$ cat src/rtl/udc_pkg.sv
// Shared types and helpers for the up/down counter (up_down_counter_mod).
// Counter widths up to UDC_MAX_WIDTH bits are supported by clamp_to_limit.
package udc_pkg;

    typedef enum logic {DIR_DOWN = 1'b0, DIR_UP = 1'b1} udc_dir_t;
    typedef enum logic {MODE_WRAP = 1'b0, MODE_SAT = 1'b1} udc_mode_t;

    localparam int UDC_MAX_WIDTH = 32;

    // Loaded values never exceed the programmed limit.
    function automatic logic [UDC_MAX_WIDTH-1:0] clamp_to_limit(
        input logic [UDC_MAX_WIDTH-1:0] val,
        input logic [UDC_MAX_WIDTH-1:0] lim
    );
        return (val > lim) ? lim : val;
    endfunction

endpackage

$ cat src/rtl/udc_next_calc.sv
// Combinational next-step calculator for the up/down counter.
// Works one bit wider than the counter so the increment carry and the
// decrement borrow are observed internally but never leak to the count.
module udc_next_calc
    import udc_pkg::*;
#(
    parameter int WIDTH = 8
) (
    input  logic [WIDTH-1:0] count,
    input  logic [WIDTH-1:0] limit,
    input  udc_dir_t         direction,
    input  udc_mode_t        mode,
    output logic [WIDTH-1:0] next_count,
    output logic             wrap
);

    localparam logic [WIDTH:0] ONE = {{WIDTH{1'b0}}, 1'b1};

    logic [WIDTH:0] count_ext;
    logic [WIDTH:0] limit_ext;
    logic [WIDTH:0] inc;
    logic [WIDTH:0] dec;

    // Extended operands; dec[WIDTH] is the borrow, set only when count==0.
    always_comb begin
        count_ext = {1'b0, count};
        limit_ext = {1'b0, limit};
        inc       = count_ext + ONE;
        dec       = count_ext - ONE;
    end

    // One step in the requested direction, bounded by 0..limit.
    always_comb begin
        next_count = count;
        wrap       = 1'b0;
        if (direction == DIR_UP) begin
            if (inc <= limit_ext) begin
                next_count = inc[WIDTH-1:0];
            end else if (mode == MODE_WRAP) begin
                next_count = '0;
                wrap       = 1'b1;
            end else begin
                next_count = limit;
            end
        end else begin
            if (count_ext > limit_ext) begin
                // limit was lowered below the count: snap down, never wrap
                next_count = limit;
            end else if (!dec[WIDTH]) begin
                next_count = dec[WIDTH-1:0];
            end else if (mode == MODE_WRAP) begin
                next_count = limit;
                wrap       = 1'b1;
            end else begin
                next_count = '0;
            end
        end
    end

endmodule

$ cat src/rtl/up_down_counter_mod.sv
// Parametrised up/down counter with programmable limit, wrap/saturate
// mode and parallel load. Range is 0..limit inclusive.
// Optional compare output enabled by defining UDC_CMP_EN
// (adds input cmp_val and registered one-shot output cmp_hit).
// WIDTH must be in 2..32; RESET_VAL must not exceed any limit in use.
module up_down_counter_mod
    import udc_pkg::*;
#(
    parameter int              WIDTH     = 8,
    parameter logic [WIDTH-1:0] RESET_VAL = '0
) (
    input  logic             clk,
    input  logic             reset,
    input  logic             load_en,
    input  logic [WIDTH-1:0] load_val,
    input  logic             count_en,
    input  logic             up_en,
    input  logic             sat_mode,
    input  logic [WIDTH-1:0] limit,
`ifdef UDC_CMP_EN
    input  logic [WIDTH-1:0] cmp_val,
    output logic             cmp_hit,
`endif
    output logic [WIDTH-1:0] count,
    output logic             tc,
    output logic             wrap_pulse
);

    udc_dir_t         dir;
    udc_mode_t        mode;
    logic [WIDTH-1:0] step_count;
    logic             step_wrap;
    logic [WIDTH-1:0] load_clamped;
    logic [WIDTH-1:0] count_d;
    logic             wrap_d;

    // Map raw control bits onto the typed direction/mode.
    always_comb begin
        dir  = up_en ? DIR_UP : DIR_DOWN;
        mode = sat_mode ? MODE_SAT : MODE_WRAP;
    end

    udc_next_calc #(
        .WIDTH (WIDTH)
    ) u_next_calc (
        .count      (count),
        .limit      (limit),
        .direction  (dir),
        .mode       (mode),
        .next_count (step_count),
        .wrap       (step_wrap)
    );

    // Load value limited to the current range.
    always_comb begin
        load_clamped = WIDTH'(clamp_to_limit(UDC_MAX_WIDTH'(load_val),
                                             UDC_MAX_WIDTH'(limit)));
    end

    // Priority mux: load beats counting, otherwise hold with no pulse.
    always_comb begin
        count_d = count;
        wrap_d  = 1'b0;
        if (load_en) begin
            count_d = load_clamped;
        end else if (count_en) begin
            count_d = step_count;
            wrap_d  = step_wrap;
        end
    end

    // Count and wrap pulse registers; reset overrides everything.
    always_ff @(posedge clk) begin
        if (reset) begin
            count      <= RESET_VAL;
            wrap_pulse <= 1'b0;
        end else begin
            count      <= count_d;
            wrap_pulse <= wrap_d;
        end
    end

    // Terminal count follows the live direction select.
    always_comb begin
        tc = up_en ? (count >= limit) : (count == '0);
    end

`ifdef UDC_CMP_EN
    // Pulse only on arrival at cmp_val, not while sitting on it.
    always_ff @(posedge clk) begin
        if (reset) begin
            cmp_hit <= 1'b0;
        end else begin
            cmp_hit <= (count_d == cmp_val) && (count != cmp_val);
        end
    end
`endif

endmodule
$ cat config.mk
export PLATFORM = sky130hd
export DESIGN_NAME = up_down_counter_mod
export DESIGN_NICKNAME = d
export VERILOG_FILES = /design/src/rtl/udc_pkg.sv /design/src/rtl/udc_next_calc.sv /design/src/rtl/up_down_counter_mod.sv
export SDC_FILE = /design/constraint.sdc
export NUM_CORES = 1
export LEC_CHECK = 0
export CORE_MARGIN = 4
export CORE_UTILIZATION = 40
export DETAILED_ROUTE_END_ITERATION = 16
export GPL_ROUTABILITY_DRIVEN = 0
export HOLD_SLACK_MARGIN = 0.15
export PLACE_DENSITY = 0.74
export SYNTH_ARGS = -nofsm -noshare
export SYNTH_HDL_FRONTEND = slang
export SYNTH_SLANG_ARGS = --single-unit
$ cat constraint.sdc
create_clock -name clk -period 3.4 [get_ports clk]
set_clock_uncertainty 0.1 [all_clocks]
set_input_delay 0.68 -clock clk [delete_from_list [all_inputs] [get_ports clk]]
set_output_delay 0.68 -clock clk [all_outputs]
set_load 0.01 [all_outputs]
==> results by group <==
Outcome
  – Outcome: completed

Cells and area
  – Area Growth Syn to Fin: 35.84%
  – FF/Latch Area: 180.2 um2
  – Fin nets: 390
  – Multi-input logic area: 0.001650 mm2
  – Share of layout cells above drive strength 1: 18.24%
  – Fillers: 464
  – Antenna Cells: 0

Global route
  – Global-route usage over all layers: 22.46%
  – Global route total overflow: 0
  – First-pass GRT wire length: 11,360 um
  – Largest net degree at the start of global routing: 17
  – Initial antenna violation count: 0
  – Vias in the first global route: 2,410

STA
  – Min cycle time layout: 3328 ps
  – Slew headroom: 55.80%
  – Max Clk Rate: 0.3004 GHz
  – Setup violation total in the final timing report: 0
  – Setup ws final: 71.57 ps
  – Final hold violation count: 0
  – Worst-Margin Slew: 657.9 ps
  – Setup TNS: 0 ps
  – Final worst path period share: 97.89%
  – RSZ-0062 raised after global routing: no
  – Fin. max-slew vios: 0

Clock network
  – Setup Fix Bufs, Post-CTS: 0
  – Worst-Skew Late Latency: 240 ps
  – CTS Buf Count: 3
  – CTS H-tree depth: 1
  – CTS root buf: clkbuf_8
  – CTS tree: done
  – Max Buffers Root-to-Sink: 2
  – # hold bufs at CTS: 0
  – Clock Pin Slew Worst Setup and Hold Paths: 50 ps
  – Sinks on Clock Net: 9

Drt
  – DR vias: 2,578
  – Post-route ant nets: 0
  – 1st-iter DRT viols: 432
  – DR vias/cell: 6.334
  – Drt wl/cell: 16.91 um
  – Drt drc: 0
  – Drt pass-1 iters: 9
  – Post-Route WL: 6881 um

Power and ir drop
  – Pint: 0.4614 mW
  – Pwr/cell area: 308.5 mW/mm2
  – Maximum VDD drop: 0.1207 mV
  – P_sw: 0.3623 mW
  – Comb pwr share: 67.7%
  – Clk pwr share: 15.9%
  – Switching portion of total power: 43.99%
  – Sequential share of power: 16.4%
  – Pleak: 1.172 nW

Worst setup path
  – Crit start category: input pin
  – Crit-path max FO: 5
  – Setup CP Type: in -> reg
  – WP data arrival: 3370 ps
  – WP data required: 3440 ps
  – Critical path capture point type: flip-flop

Floorplan
  – # IOs: 32
  – Die H: 78.10 um
  – Initial core utilization: 41.34%
  – Die X: 78.10 um
  – Die area: 0.006100 mm2
  – Total core area: 0.004755 mm2
  – Core Rows: 25

Logic synthesis
  – Register area share after synthesis: 9.166%
  – Post-Syn Area per Cell: 7.096 um2
  – Largest cells by area after synthesis: ha_1, dfxtp_1, nor2_1
  – Largest area contributor in the netlist: ha_1
  – Synthesized area: 0.001966 mm2
  – Flop and latch count out of synthesis: 9
  – Syn_nets: 326
  – Yosys top cell area share: 17.19%
  – Most frequent cell after synthesis: ha_1
  – Top post-synthesis cells by count: ha_1, nor2_1, nand2_1
  – Netlist cell types: 55
  – Asr flop ratio synth: 0%
  – Top_reg_cell synth: dfxtp_1
  – Post-synthesis cell count: 277
  – EDFF count, synth: 0
  – Synth Warn #: 0

Run
  – Max-cap viol count: 0

Placement
  – Pre-CTS WS: -161.3 ps
  – HPWL after DPL: 5422 um
  – IO Port Bufs: 31

Hold path
  – Tightest Hold Check Type: reg -> reg
## path summary, 6_finish.rpt
check / startpoint / to / slack (ps) / cells after the start
max: limit[7] / count[3] / 70 / 11
min: count[1] / count[1] / 590 / 2
max reg2reg: count[1] / count[6] / 300 / 12
min reg2reg: count[1] / count[1] / 590 / 2
## cell type report
cell class	instances	share of cell area [%]
clock buffer	4	1.687
sequential	9	6.748
inverter	18	2.530
timing repair buffer	76	24.09
tap	67	3.140
multi-input combinational	233	61.81
## power by group through the flow
stage | Clock (mW) | Combinational (mW) | Sequential, mW
6_report | 0.131 | 0.557 | 0.135
5_1_grt | 0.136 | 0.608 | 0.137
4_1_cts | 0.129 | 0.542 | 0.135
3_5_place_dp | 0 | 0.540 | 0.137
3_3_place_gp | 0 | 0.527 | 0.136
2_1_floorplan | 0 | 0.320 | 0.141
## sequential cells by signal, summed over array words and instances, names as in the netlist
register / count
count: 8
wrap_pulse: 1
## worst max-delay path: stages
cell and delay [ps]:
clkdlybuf4s50_1 480, inv_1 70, ha_1 300, buf_4 110, nand4_1 140, buf_4 190
nor2_1 140, a211oi_1 80, nor3_1 580, a2111oi_0 290, nor4b_2 300
## layout by cell type (no fill, tap or decap), drive strengths merged, types with 7 or more instances in the layout
cell and count:
o21ai 15, nor4 7, nor2 23, a31oi 9
nand2 21, nand3 10, dfxtp 9, a21oi 14
clkdlybuf4s50 30, nor3 11, inv 18, buf 45
ha 27
## cell families after synthesis
logic type | Yosys count | share of synthesized area [%]
AO/OA/AOI/OAI | 95 | 34.37
XOR/XNOR | 8 | 3.565
adder cells (fa/ha/maj) | 27 | 17.19
buffers and inverters | 35 | 7.383
flip-flops | 9 | 9.166
multiplexers | 2 | 1.019
AND/OR/NAND/NOR | 101 | 27.31
## metal layers
layer	GRT usage, %	part of all wire [%]	up-vias
met4	6.469	2.1	0
met5	0	0	-
li1	-	-	1195
met2	38.27	47	166
met3	2.752	10	26
met1	29.59	41	1191
## metrics by stage
step / std cells / utilization (%) / total power [mW] / cell area (um2) / hold slack [ps]
2_1_floorplan: 277 / - / 0.4608 / 1966 / 569.7
3_3_place_gp: 403 / 55.11 / 0.6633 / 2620 / 550.8
3_5_place_dp: 403 / 55.11 / 0.6768 / 2620 / 560.4
4_1_cts: 407 / 56.03 / 0.8053 / 2664 / 573.6
5_1_grt: 407 / 56.16 / 0.8816 / 2670 / 648.9
6_report: 407 / 56.16 / 0.8237 / 2670 / 585.2
## timing repair
item | 4_1_cts | 5_1_grt
hold endpoints to repair | 0 | 0
endpoints found under the setup margin | 1 | 3
gates resized for setup | 1 | 6
Note: power is estimated with default switching activity, not from simulation.
